--- src/rtl/enc_gray_codec_pipe.sv ---
// Pipelined Gray-code engine: bin2gray, gray2bin, Gray increment or pass-through,
// one beat per clock behind valid/ready handshakes on both sides.
// The gray2bin prefix-XOR chain is cut into ceil(WIDTH/STAGES)-bit slices, MSB
// slice first, one slice per stage. The increment and re-encode run in the last stage.
module enc_gray_codec_pipe #(
  parameter int WIDTH  = 10,
  parameter int STAGES = 2
) (
  input  logic             clk,
  input  logic             rst,
  input  logic             in_valid,
  output logic             in_ready,
  input  logic [1:0]       in_mode,
  input  logic [WIDTH-1:0] in_data,
  output logic             out_valid,
  input  logic             out_ready,
  output logic [1:0]       out_mode,
  output logic [WIDTH-1:0] out_data,
  output logic             busy
);

  localparam int SL   = (WIDTH + STAGES - 1) / STAGES;
  localparam int LAST = STAGES - 1;

  logic [STAGES-1:0] st_valid;
  logic [STAGES-1:0] load;
  logic [STAGES-1:0] src_valid;
  logic [1:0]        st_mode  [STAGES];
  logic [WIDTH-1:0]  st_data  [STAGES];
  logic [WIDTH-1:0]  st_bin   [STAGES];
  logic [1:0]        src_mode [STAGES];
  logic [WIDTH-1:0]  src_data [STAGES];
  logic [WIDTH-1:0]  src_bin  [STAGES];
  logic [WIDTH-1:0]  nxt_data [STAGES];
  logic [WIDTH-1:0]  nxt_bin  [STAGES];

  // Resolve the bits of slice k of the prefix XOR; bits above the slice are
  // already resolved in b_in and feed the running carry.
  function automatic logic [WIDTH-1:0] slice_step(input int k,
                                                  input logic [WIDTH-1:0] g,
                                                  input logic [WIDTH-1:0] b_in);
    logic [WIDTH-1:0] b;
    logic             prev;
    b    = b_in;
    prev = 1'b0;
    for (int i = WIDTH - 1; i >= 0; i--) begin
      if ((i <= WIDTH - 1 - k * SL) && (i > WIDTH - 1 - (k + 1) * SL))
        b[i] = prev ^ g[i];
      prev = b[i];
    end
    return b;
  endfunction

  // Final per-mode result once the full binary value is known.
  function automatic logic [WIDTH-1:0] finish_op(input logic [1:0] m,
                                                 input logic [WIDTH-1:0] d,
                                                 input logic [WIDTH-1:0] b);
    logic [WIDTH-1:0] t;
    logic [WIDTH-1:0] r;
    t = b + WIDTH'(1);
    case (m)
      2'b00:   r = d ^ (d >> 1);
      2'b01:   r = b;
      2'b10:   r = t ^ (t >> 1);
      default: r = d;
    endcase
    return r;
  endfunction

  // Stage k loads when it is empty or its content moves on; the last stage
  // moves on when the consumer takes the result.
  always_comb begin
    logic chain;
    chain = out_ready;
    for (int k = STAGES - 1; k >= 0; k--) begin
      load[k] = !st_valid[k] || chain;
      chain   = load[k];
    end
  end

  assign in_ready = !rst && load[0];

  for (genvar k = 0; k < STAGES; k++) begin : g_stage
    if (k == 0) begin : g_first
      assign src_valid[k] = in_valid && in_ready;
      assign src_mode[k]  = in_mode;
      assign src_data[k]  = in_data;
      assign src_bin[k]   = '0;
    end else begin : g_next
      assign src_valid[k] = st_valid[k-1];
      assign src_mode[k]  = st_mode[k-1];
      assign src_data[k]  = st_data[k-1];
      assign src_bin[k]   = st_bin[k-1];
    end

    assign nxt_bin[k] = slice_step(k, src_data[k], src_bin[k]);

    if (k == LAST) begin : g_last
      assign nxt_data[k] = finish_op(src_mode[k], src_data[k], nxt_bin[k]);
    end else begin : g_pass
      assign nxt_data[k] = src_data[k];
    end
  end

  // Stage registers: valid follows the upstream beat on load, payload only
  // changes when a real beat arrives.
  always_ff @(posedge clk) begin
    if (rst) begin
      st_valid <= '0;
      for (int k = 0; k < STAGES; k++) begin
        st_mode[k] <= '0;
        st_data[k] <= '0;
        st_bin[k]  <= '0;
      end
    end else begin
      for (int k = 0; k < STAGES; k++) begin
        if (load[k]) begin
          st_valid[k] <= src_valid[k];
          if (src_valid[k]) begin
            st_mode[k] <= src_mode[k];
            st_data[k] <= nxt_data[k];
            st_bin[k]  <= nxt_bin[k];
          end
        end
      end
    end
  end

  assign out_valid = st_valid[LAST];
  assign out_mode  = st_mode[LAST];
  assign out_data  = st_data[LAST];
  assign busy      = |st_valid;

endmodule
--- config.mk ---
export PLATFORM = sky130hd
export DESIGN_NAME = enc_gray_codec_pipe
export DESIGN_NICKNAME = d
export VERILOG_FILES = /design/src/rtl/enc_gray_codec_pipe.sv
export SDC_FILE = /design/constraint.sdc
export NUM_CORES = 1
export LEC_CHECK = 0
export ABC_CLOCK_PERIOD_IN_PS = 4100
export BUFFER_PORTS_ARGS = -buffer_cell sky130_fd_sc_hd__buf_2
export CAP_MARGIN = 20
export CORE_ASPECT_RATIO = 0.6
export CORE_MARGIN = 5
export CORE_UTILIZATION = 30
export DETAILED_ROUTE_END_ITERATION = 12
export PLACE_DENSITY_LB_ADDON = 0.1
export SYNTH_ARGS = -nofsm -noshare
export SYNTH_HDL_FRONTEND = slang
export SYNTH_SLANG_ARGS = --single-unit
--- constraint.sdc ---
create_clock -name clk -period 4.1 [get_ports clk]
set_input_delay 0 -clock clk [delete_from_list [all_inputs] [get_ports clk]]
set_output_delay 0 -clock clk [all_outputs]
set_load 0.005 [all_outputs]
==> results of run 1 <==
worst reg2reg max path: stages (launching register included):
cell and delay, ns:
sky130_fd_sc_hd__edfxtp_1 0.44, sky130_fd_sc_hd__ha_1 0.31, sky130_fd_sc_hd__inv_1 0.07, sky130_fd_sc_hd__ha_1 0.36
sky130_fd_sc_hd__inv_1 0.06, sky130_fd_sc_hd__ha_1 0.33, sky130_fd_sc_hd__inv_1 0.07, sky130_fd_sc_hd__ha_1 0.29
sky130_fd_sc_hd__inv_1 0.07, sky130_fd_sc_hd__ha_1 0.33, sky130_fd_sc_hd__nand3b_1 0.19, sky130_fd_sc_hd__xor2_1 0.26
sky130_fd_sc_hd__xnor2_1 0.11, sky130_fd_sc_hd__a221oi_1 0.25, sky130_fd_sc_hd__nor2_1 0.07
cell type report:
| type | count | area [um2] |
|---|---|---|
| clock buffers | 7 | 76.3 |
| fillers | 565 | 3530 |
| inverters | 12 | 45.0 |
| multi-input cells | 122 | 853 |
| flip-flops and latches | 30 | 881 |
| well taps | 80 | 100 |
| repair buffers | 37 | 215 |
synthesized netlist by cell type, types with 2 or more instances:
| master | count | area share [%] |
|---|---|---|
| sky130_fd_sc_hd__buf_2 | 2 | 0.55 |
| sky130_fd_sc_hd__and2_2 | 13 | 5.4 |
| sky130_fd_sc_hd__nand2_1 | 14 | 2.9 |
| sky130_fd_sc_hd__a22oi_1 | 3 | 1.2 |
| sky130_fd_sc_hd__a21oi_1 | 5 | 1.4 |
| sky130_fd_sc_hd__nor3_1 | 3 | 0.83 |
| sky130_fd_sc_hd__xnor2_1 | 13 | 6.3 |
| sky130_fd_sc_hd__o211ai_1 | 2 | 0.83 |
| sky130_fd_sc_hd__ha_1 | 6 | 4.1 |
| sky130_fd_sc_hd__o21ai_0 | 6 | 1.7 |
| sky130_fd_sc_hd__edfxtp_1 | 28 | 46 |
| sky130_fd_sc_hd__inv_1 | 12 | 2.5 |
| sky130_fd_sc_hd__clkbuf_1 | 2 | 0.41 |
| sky130_fd_sc_hd__nor2_1 | 21 | 4.4 |
| sky130_fd_sc_hd__o22ai_1 | 3 | 1.0 |
| sky130_fd_sc_hd__nor2b_4 | 2 | 1.5 |
| sky130_fd_sc_hd__mux2_2 | 2 | 1.2 |
| sky130_fd_sc_hd__a211oi_1 | 2 | 0.83 |
| sky130_fd_sc_hd__xor2_1 | 11 | 5.3 |
| sky130_fd_sc_hd__dfxtp_1 | 2 | 2.2 |
path summary, 6_finish.rpt:
kind                                   start                      endpoint  cells past startpoint
setup / recovery  st_bin[0][5]$_SDFFCE_PN0P_  st_data[0][14]$_SDFFCE_PN0P_                     14
hold / removal                    in_mode[0]   st_mode[0][0]$_SDFFCE_PN0P_                      2
setup reg to reg  st_bin[0][5]$_SDFFCE_PN0P_  st_data[0][14]$_SDFFCE_PN0P_                     14
hold reg to reg     st_valid[0]$_SDFFE_PP0N_      st_valid[1]$_SDFFE_PP0P_                      2
flip-flops by register name, summed over array words and instances, names as in the netlist:
name	count
st_data	20
st_bin	4
st_mode	4
st_valid	2
per-layer routing:
layer | wire [um] | global-route usage (%) | up-vias
li1 | - | - | 659
met1 | 2020 | 15.6 | 567
met2 | 1450 | 14.1 | 33
met3 | 279 | 4.33 | 5
met4 | 39 | 2.87 | 0
met5 | 0 | 0 | -
cell families (layout without fill, tap and decap cells):
kind of cell | Yosys count | after routing
adder cells (fa/ha/maj) | 6 | 6
flip-flops | 30 | 30
AO/OA/AOI/OAI | 27 | 27
multiplexers | 4 | 4
XOR/XNOR | 25 | 25
buffers and inverters | 18 | 56
AND/OR/NAND/NOR | 60 | 60
power by group through the flow:
stage	clock [W]	sequential, W	combinational (W)
after CTS	0.000228	0.000395	0.000259
after detailed placement	0	0.000401	0.000254
after global placement	0	0.000401	0.000255
after floorplan	0	0.000392	0.000199
after global routing	0.000245	0.000398	0.000290
final	0.000219	0.000394	0.000259
per-stage QoR:
| step | utilization (%) | power (W) | hold slack [ns] | cells |
|---|---|---|---|---|
| after CTS | 37.9 | 0.000882 | 0.00205 | 287 |
| after floorplan | - | 0.000591 | 0.0311 | 170 |
| after global placement | 35.7 | 0.000656 | 0.236 | 275 |
| after global routing | 38.1 | 0.000934 | 0.00265 | 288 |
| after detailed placement | 35.7 | 0.000656 | 0.241 | 275 |
| final | 38.1 | 0.000872 | 0.0118 | 288 |
cell usage in the layout, fill, tap and decap left out, drive strengths merged, types with 2 or more instances in the layout:
master	netlist	layout
a211oi	3	3
a21oi	5	5
a22oi	3	3
and2	14	14
buf	4	32
clkbuf	2	7
dfxtp	2	2
dlygate4sd3	0	5
edfxtp	28	28
ha	6	6
inv	12	12
mux2	2	2
nand2	14	14
nor2	21	21
nor2b	2	2
nor3	3	3
o211ai	2	2
o21ai	6	6
o22ai	3	3
xnor2	14	14
xor2	11	11
==> results.cfg, run 1 <==
[worst_setup_path]
path_cells = ha_1 -> inv_1 -> ha_1 -> inv_1 -> ha_1 -> inv_1 -> ha_1 -> inv_1 -> ha_1 -> nand3b_1 -> xor2_1 -> xnor2_1 -> a221oi_1 -> nor2_1
slowest_stage = sky130_fd_sc_hd__edfxtp_1
cp_slowest_stage_delay_ns = 0.44
cell_family_with_the_largest_share_of_critical_path_delay = adder cells
reg2reg_slack_ns = 0.62
path_max_fanout = 4
worstSetupPathType = register to register
cp_data_arrival_time_ns = 3.49
cp_data_required_time_ns = 4.10
critPathCaptureType = register
critPathBufInv = 4
setup.worst_path.start_class = register
critical_path_most_common_cell = sky130_fd_sc_hd__ha_1

[die]
design.core.area_um2 = 5700
floorplan.die.width_um = 110
row_count = 21
effective_utilization_at_floorplan_pct = 31.8
die-height_um = 70.2
number_of_i_o_pins = 31
dieArea_um2 = 7740

[logic_synthesis]
fraction_of_synthesis_flops_using_an_asynchronous_set_or_reset_pin_pct = 0
edff_count_synth = 28
ys.warnings.count = 0
synthSimpleGateAreaFrac_pct = 17.5
syn_area_per_cell_um2 = 10.7
seq_area_frac_synth_pct = 48.6
post_synth_num_cell_types = 38
synth_adder_area_share_pct = 4.14
synthMuxAreaShare_pct = 3.04
compound_gate_fraction_of_synth_area_pct = 9.88
synth.net_count = 192
post_synth_instance_area_um2 = 1810
yosys_register_bits = 30
synthesis.instances = 170
synth_top_family_by_area = simple AND/OR/NAND/NOR gates
synth_top_flop_cell = sky130_fd_sc_hd__edfxtp_1
synth-xor-area-share_pct = 12.5

[global_routing]
gr-usage-all-layers_pct = 10.6
number_of_antenna_violations_at_the_first_check_in_global_routing = 0
grt_overflow = 0
vias_in_the_first_global_route = 1261
maximum_number_of_pins_on_one_net_before_global_route_repair = 23
grt_pass1_wl_um = 6250

[clocking]
cts.sinks = 30
insertion_delay_ns = 0.28
clockRootBuffer = sky130_fd_sc_hd__clkbuf_8
cts-hold-fix-buffers = 5
clk_pin_slew_worst_paths_ns = 0.06
post_cts_buffers = 0
htreeDepth = 2
ctsLongestPathBuffers = 2
tritoncts = done
postCtsResizedCells = 0
cts_made_buffers = 5

[placement]
gpl.final_weighted_congestion = 0.865
pre_cts_slack_ns = 0.663
place_area_um2 = 2040
port_buffers = 30
place_hpwl_um = 2920

[finish]
n_antenna_cell = 0
share_of_post_route_cells_with_drive_strength_above_1_pct = 28.4
final_net_count = 230
area.growth.synth_to_final_pct = 19.8
post-route-cell-area_um2 = 2170

[power]
switching_share_pct = 29.5
p_leak_nw = 0.888
power.density_cell_area_nw_per_um2 = 402
vdd_ir_drop_max_mv = 0.109
power.combinational.fraction_pct = 29.6
seq_power_share_pct = 45.2
power.net_switching_w = 0.000257
power.share.clock_pct = 25.2
cellInternalPower_w = 0.000615

[detailed_routing]
drtIter0Drc = 44
detail_route.wirelength_um = 3790
dr_total_vias = 1264
antenna_left = 0
detail_route.vias_per_cell = 4.39
drt_pre_antenna_iters = 4
remaining_drc_errors = 0
wl_per_cell_um = 13.2

[timing]
finalWorstPathRequiredPeriod_ns = 3.48
worst_slew_margin_rel_pct = 53.9
layout_worst_path_cycle_share_pct = 85.0
timing.final.hold_violations = 0
tightestPinTransition_ns = 0.692
setup-tns-final_ns = 0
timing_max_transition_violations_final = 0
finClkSkew_ns = 0.00658
grt_setup_unrepaired = no
setup_viol = 0
fmax_ghz = 0.287
worst_slack_ns = 0.615

[outcome]
outcome = complete, no violations

[worst_hold_path]
min_path_type = input pin to register

[flow_run]
max_cap_violations = 0
No activity file was read; power rests on OpenSTA's default activity.
==> run 2: changes to the inputs <==
Settings changed: ABC_CLOCK_PERIOD_IN_PS 4100 to 3100.
Clock period 4.1 ns to 3.1 ns, I/O delays scaled along.
==> run 2 against run 1 <==
  * Combinational power grew 63%
  * Non-clock buffer count grew 6
  * Final area grew 6.1%
  * Critical path depth is the same
  * Critical path type unchanged
==> results.cfg, run 2 (synthesized netlist as in run 1, its figures left out) <==
[clocking]
insertion_delay_ns = 0.28
htreeDepth = 2
cts.sinks = 30
clockRootBuffer = sky130_fd_sc_hd__clkbuf_8
clk_pin_slew_worst_paths_ns = 0.06
tritoncts = done
ctsLongestPathBuffers = 2
cts_made_buffers = 5

[timing]
layout_worst_path_cycle_share_pct = 96.9
worst_slew_margin_rel_pct = 51.2
tightestPinTransition_ns = 0.732
setup-tns-final_ns = 0
finClkSkew_ns = 0.00584
setup_viol = 0
timing_max_transition_violations_final = 0
fmax_ghz = 0.333
finalWorstPathRequiredPeriod_ns = 3.00
fin_worst_hold_slack_ns = 0.00663
timing.final.hold_violations = 0

[worst_setup_path]
critPathCaptureType = register
cp_data_arrival_time_ns = 3.01
path_cells = ha_4 -> inv_2 -> ha_4 -> inv_1 -> ha_4 -> inv_2 -> ha_4 -> inv_2 -> ha_4 -> nand3b_1 -> xor2_2 -> xnor2_1 -> a221oi_2 -> nor2_1
cp_data_required_time_ns = 3.11
path_max_fanout = 3
cp_slowest_stage_delay_ns = 0.43
setup.worst_path.start_class = register
slowest_stage = sky130_fd_sc_hd__edfxtp_1
critical_path_most_common_cell = sky130_fd_sc_hd__ha_4
worstSetupPathType = register to register

[die]
effective_utilization_at_floorplan_pct = 31.8
design.core.area_um2 = 5700
die-height_um = 70.2
number_of_i_o_pins = 31
floorplan.die.width_um = 110
row_count = 21
dieArea_um2 = 7740

[finish]
n_antenna_cell = 0
fin_util_pct = 40.4
most-common-layout-cells = 30 x sky130_fd_sc_hd__buf_2, 28 x sky130_fd_sc_hd__edfxtp_1, 21 x sky130_fd_sc_hd__nor2_1, 14 x sky130_fd_sc_hd__nand2_1
fill_cells = 582
final_net_count = 236
layout_top_registers = st_data: 20 flops, st_bin: 4 flops, st_mode: 4 flops
largest_register_ffs = 20
layout.cells.most_common = sky130_fd_sc_hd__buf_2
register_cell_area_after_layout_um2 = 881
area.growth.synth_to_final_pct = 27.1
share_of_post_route_cells_with_drive_strength_above_1_pct = 37.2
top_register = st_data
multi_input_area_um2 = 941
instances_no_fill = 295

[global_routing]
gr-usage-all-layers_pct = 10.8
grt_overflow = 0
number_of_antenna_violations_at_the_first_check_in_global_routing = 0
maximum_number_of_pins_on_one_net_before_global_route_repair = 23
vias_in_the_first_global_route = 1332
grt_pass1_wl_um = 6480

[detailed_routing]
drt_pre_antenna_iters = 4
antenna_left = 0
wl_per_cell_um = 13.2
remaining_drc_errors = 0
detail_route.vias_per_cell = 4.41
detail_route.wirelength_um = 3910
dr_total_vias = 1302
drtIter0Drc = 62

[power]
vdd_ir_drop_max_mv = 0.142
p_leak_nw = 0.925
power.density_cell_area_nw_per_um2 = 534

[placement]
gpl.final_weighted_congestion = 0.868
dp_cells = 280
place_hpwl_um = 3060
port_buffers = 30

[outcome]
outcome = complete, no violations

[worst_hold_path]
min_path_type = input pin to register

[flow_run]
max_cap_violations = 0
[run 2: cell types whose count changed in the layout (fill, tap and decap cells not counted), moves of 3 or more]
cell | previous run | this run
sky130_fd_sc_hd__buf_4 | 2 | 10
sky130_fd_sc_hd__clkinv_1 | 0 | 3
sky130_fd_sc_hd__ha_1 | 6 | 1
sky130_fd_sc_hd__ha_4 | 0 | 5
sky130_fd_sc_hd__inv_1 | 12 | 8
sky130_fd_sc_hd__inv_2 | 0 | 4
[run 2: power breakdown]
group          leakage, nW  total, W  switching, W  internal (W)
combinational        0.566  0.000421      0.000198      0.000223
clock               0.0407  0.000287      0.000137      0.000149
sequential           0.319  0.000522     0.0000334      0.000488
total                0.925   0.00123      0.000369      0.000860
[run 2: worst paths after layout]
path | startpoint | endpoint | slack [ns] | depth (start not counted)
min reg2reg | st_valid[0]$_SDFFE_PP0N_ | st_valid[1]$_SDFFE_PP0P_ | 0.54 | 2
min | in_mode[1] | st_mode[0][1]$_SDFFCE_PN0P_ | 0.007 | 2
max reg2reg | st_bin[0][5]$_SDFFCE_PN0P_ | st_data[0][14]$_SDFFCE_PN0P_ | 0.1 | 14
max | st_bin[0][5]$_SDFFCE_PN0P_ | st_data[0][14]$_SDFFCE_PN0P_ | 0.1 | 14
[run 2: metrics by stage]
| step | cell area (um2) | setup slack (ns) | total power, W |
|---|---|---|---|
| finish | 2300 | 0.0972 | 0.00123 |
| global route | 2300 | -0.00467 | 0.00132 |
| CTS | 2260 | 0.0172 | 0.00122 |
| detailed placement | 2110 | -0.00788 | 0.000911 |
| global placement | 2110 | 0.0716 | 0.000902 |
| floorplan | 1840 | 0.00830 | 0.000802 |
[run 2: worst max-delay path, delay by kind of cell, from the launching register on]
family	cells	cell delay [ns]
compound gates	1	0.23
xor+xnor	2	0.31
fa+ha+maj	5	1.31
buf+inv	4	0.18
flops	1	0.43
simple gates	2	0.27
[run 2: per-layer routing]
layer  GRT usage (%)  up-vias  part of all wire [%]
li1                -      672                     -
met1            16.6      585                    53
met2            13.4       37                    39
met3            3.41        8                   5.6
met4            4.78        0                   1.9
met5               0        -                     0
[run 2: area by class of cell]
type	instances	area share (%)
Clock buffer	5	2.99
Sequential cell	30	38.3
Inverter	12	1.96
Timing Repair Buffer	43	11.1
Tap cell	80	4.35
Clock inverter	3	0.489
Multi-Input combinational cell	122	40.9
[run 2: timing repair]
action	CTS	global route
setup endpoints to repair	1	5
resized for setup	3	6
buffers inserted	2	1
endpoints found under the hold margin	3	0
hold buffers	3	0
pin swaps	2	5
==> run 3: changes to the inputs <==
Settings changed: CORE_MARGIN 5 to 4, REMOVE_ABC_BUFFERS from default to 1.
==> run 3 against run 2 <==
  * Clock-buffer cell count stayed put
  * Critical endpoint unchanged
  * Critical path depth unchanged
  * Clock skew is 0.00085 ns lower
  * Highest routed layer unchanged
  * Sequential power is essentially flat
  * Global-route usage increased by 1.2 points
  * Routed wire length is 3.7% higher
  * Non-clock buffer count up 5
  * Sequential cell count stayed put
  * Final cell count grew 1.7%
==> results.cfg, run 3 (synthesized netlist as in run 1, its figures left out) <==
[power]
switching_share_pct = 29.9
power.net_switching_w = 0.000379
seq_power_share_pct = 41.1
vdd_ir_drop_max_mv = 0.176
power.combinational.fraction_pct = 36.0
p_leak_nw = 0.946
power.share.clock_pct = 22.9
cellInternalPower_w = 0.000889
power.density_cell_area_nw_per_um2 = 544

[worst_hold_path]
min_path_type = input pin to register

[clocking]
insertion_delay_ns = 0.28
tritoncts = done
htreeDepth = 2
clk_pin_slew_worst_paths_ns = 0.06
cts.sinks = 30
ctsLongestPathBuffers = 2
cts_made_buffers = 5
clockRootBuffer = sky130_fd_sc_hd__clkbuf_8

[timing]
finalWorstPathRequiredPeriod_ns = 2.99
fmax_ghz = 0.334
finClkSkew_ns = 0.00499
layout_worst_path_cycle_share_pct = 96.5
worst_slew_margin_rel_pct = 33.4
setup_viol = 0
timing.final.hold_violations = 0
tightestPinTransition_ns = 0.997
grt_setup_unrepaired = yes
timing_max_transition_violations_final = 0

[placement]
port_buffers = 30
dp_cells = 285
place_hpwl_um = 3070
gpl.final_weighted_congestion = 0.848
place_area_um2 = 2110

[finish]
share_of_post_route_cells_with_drive_strength_above_1_pct = 36.8
most-common-layout-cells = 30 x sky130_fd_sc_hd__buf_2, 28 x sky130_fd_sc_hd__edfxtp_1, 21 x sky130_fd_sc_hd__nor2_1, 14 x sky130_fd_sc_hd__nand2_1
final_net_count = 241
n_antenna_cell = 0
layout_top_registers = st_data: 20 flops, st_bin: 4 flops, st_mode: 4 flops
largest_register_ffs = 20
fin_util_pct = 40.9
layout.cells.most_common = sky130_fd_sc_hd__buf_2
instances_no_fill = 300
top_register = st_data
post-route-cell-area_um2 = 2330
area.growth.synth_to_final_pct = 28.7

[die]
number_of_i_o_pins = 31
effective_utilization_at_floorplan_pct = 31.8
row_count = 21
die-height_um = 68.2
design.core.area_um2 = 5700
floorplan.die.width_um = 108
dieArea_um2 = 7390

[detailed_routing]
antenna_left = 0
wl_per_cell_um = 13.5
detail_route.wirelength_um = 4050
remaining_drc_errors = 0
dr_total_vias = 1339
drtIter0Drc = 79
drt_pre_antenna_iters = 4
detail_route.vias_per_cell = 4.46

[worst_setup_path]
worstSetupPathType = register to register
reg2reg_slack_ns = 0.11
critPathCapture = st_data[0][14]$_SDFFCE_PN0P_
path_max_fanout = 3
cp_data_required_time_ns = 3.12
cp_data_arrival_time_ns = 3.01
cells_on_worst_reg2reg_path = 14
reg2reg_to = st_data[0][14]$_SDFFCE_PN0P_
worstReg2RegStart = st_bin[0][5]$_SDFFCE_PN0P_
critPathCaptureType = register
cp-startpoint = st_bin[0][5]$_SDFFCE_PN0P_
setup.worst_path.start_class = register

[global_routing]
maximum_number_of_pins_on_one_net_before_global_route_repair = 23
grt_pass1_wl_um = 6480
vias_in_the_first_global_route = 1296
gr-usage-all-layers_pct = 12.0
grt_overflow = 0
number_of_antenna_violations_at_the_first_check_in_global_routing = 0

[outcome]
outcome = complete, no violations

[flow_run]
max_cap_violations = 0
[run 3: worst min path at each step]
stage / start / to / slack [ns] / cells after the start
2_1_floorplan: rst / in_ready / 0.03 / 1
3_3_place_gp: rst / st_valid[0]$_SDFFE_PP0N_ / 0.23 / 2
3_5_place_dp: rst / st_valid[1]$_SDFFE_PP0P_ / 0.24 / 2
4_1_cts: in_data[2] / st_data[0][2]$_SDFFCE_PN0P_ / 0.004 / 2
5_1_grt: in_data[2] / st_data[0][2]$_SDFFCE_PN0P_ / 0.003 / 2
6_report: in_data[2] / st_data[0][2]$_SDFFCE_PN0P_ / 0.008 / 2
[run 3: cell type report]
class	count	area [um2]
fill	571	3370
multi-input combinational	122	922
sequential	30	881
timing repair buffer	48	298
tap	80	100
clock buffer	5	68.8
inverter	12	50.0
clock inverter	3	11.3
[run 3: per-stage QoR]
step	worst slack (ns)	setup TNS [ns]	hold WS [ns]	total power, W
final	0.110	0	0.00793	0.00127
after global routing	-0.0221	-0.0221	0.00258	0.00135
after CTS	0.0194	0	0.00374	0.00125
after detailed placement	-0.145	-0.327	0.240	0.000921
after global placement	-0.0373	-0.0678	0.232	0.000913
after floorplan	-0.108	-0.175	0.0311	0.000777
[run 3: metal layers]
layer	wire, um	GRT usage (%)
met1	2040	16.6
met2	1700	17.6
met3	242	3.20
met4	74	5.20
met5	0	0
[run 3: power groups by stage]
stage	Clock [W]	Combinational, W	Sequential (W)
floorplan	0	0.000253	0.000524
global placement	0	0.000386	0.000527
detailed placement	0	0.000391	0.000530
CTS	0.000300	0.000426	0.000521
global route	0.000324	0.000504	0.000526
finish	0.000290	0.000457	0.000521
[run 3: worst max-delay path, stage by stage, from the launching register on]
cell and delay, ns:
sky130_fd_sc_hd__edfxtp_1 0.39, sky130_fd_sc_hd__ha_1 0.30, sky130_fd_sc_hd__inv_2 0.05, sky130_fd_sc_hd__ha_4 0.26, sky130_fd_sc_hd__inv_2 0.04, sky130_fd_sc_hd__ha_4 0.27, sky130_fd_sc_hd__inv_4 0.04, sky130_fd_sc_hd__ha_4 0.27
sky130_fd_sc_hd__inv_4 0.04, sky130_fd_sc_hd__ha_4 0.22, sky130_fd_sc_hd__nand3b_1 0.19, sky130_fd_sc_hd__xor2_2 0.18, sky130_fd_sc_hd__xnor2_1 0.14, sky130_fd_sc_hd__a221oi_2 0.25, sky130_fd_sc_hd__nor2_1 0.08
[run 3: timing repair]
action,CTS,global route
endpoints found under the setup margin,5,6
pin swaps,3,6
endpoints found under the hold margin,4,1
buffers inserted,1,1
gates resized for setup,4,9
hold buffers,4,1
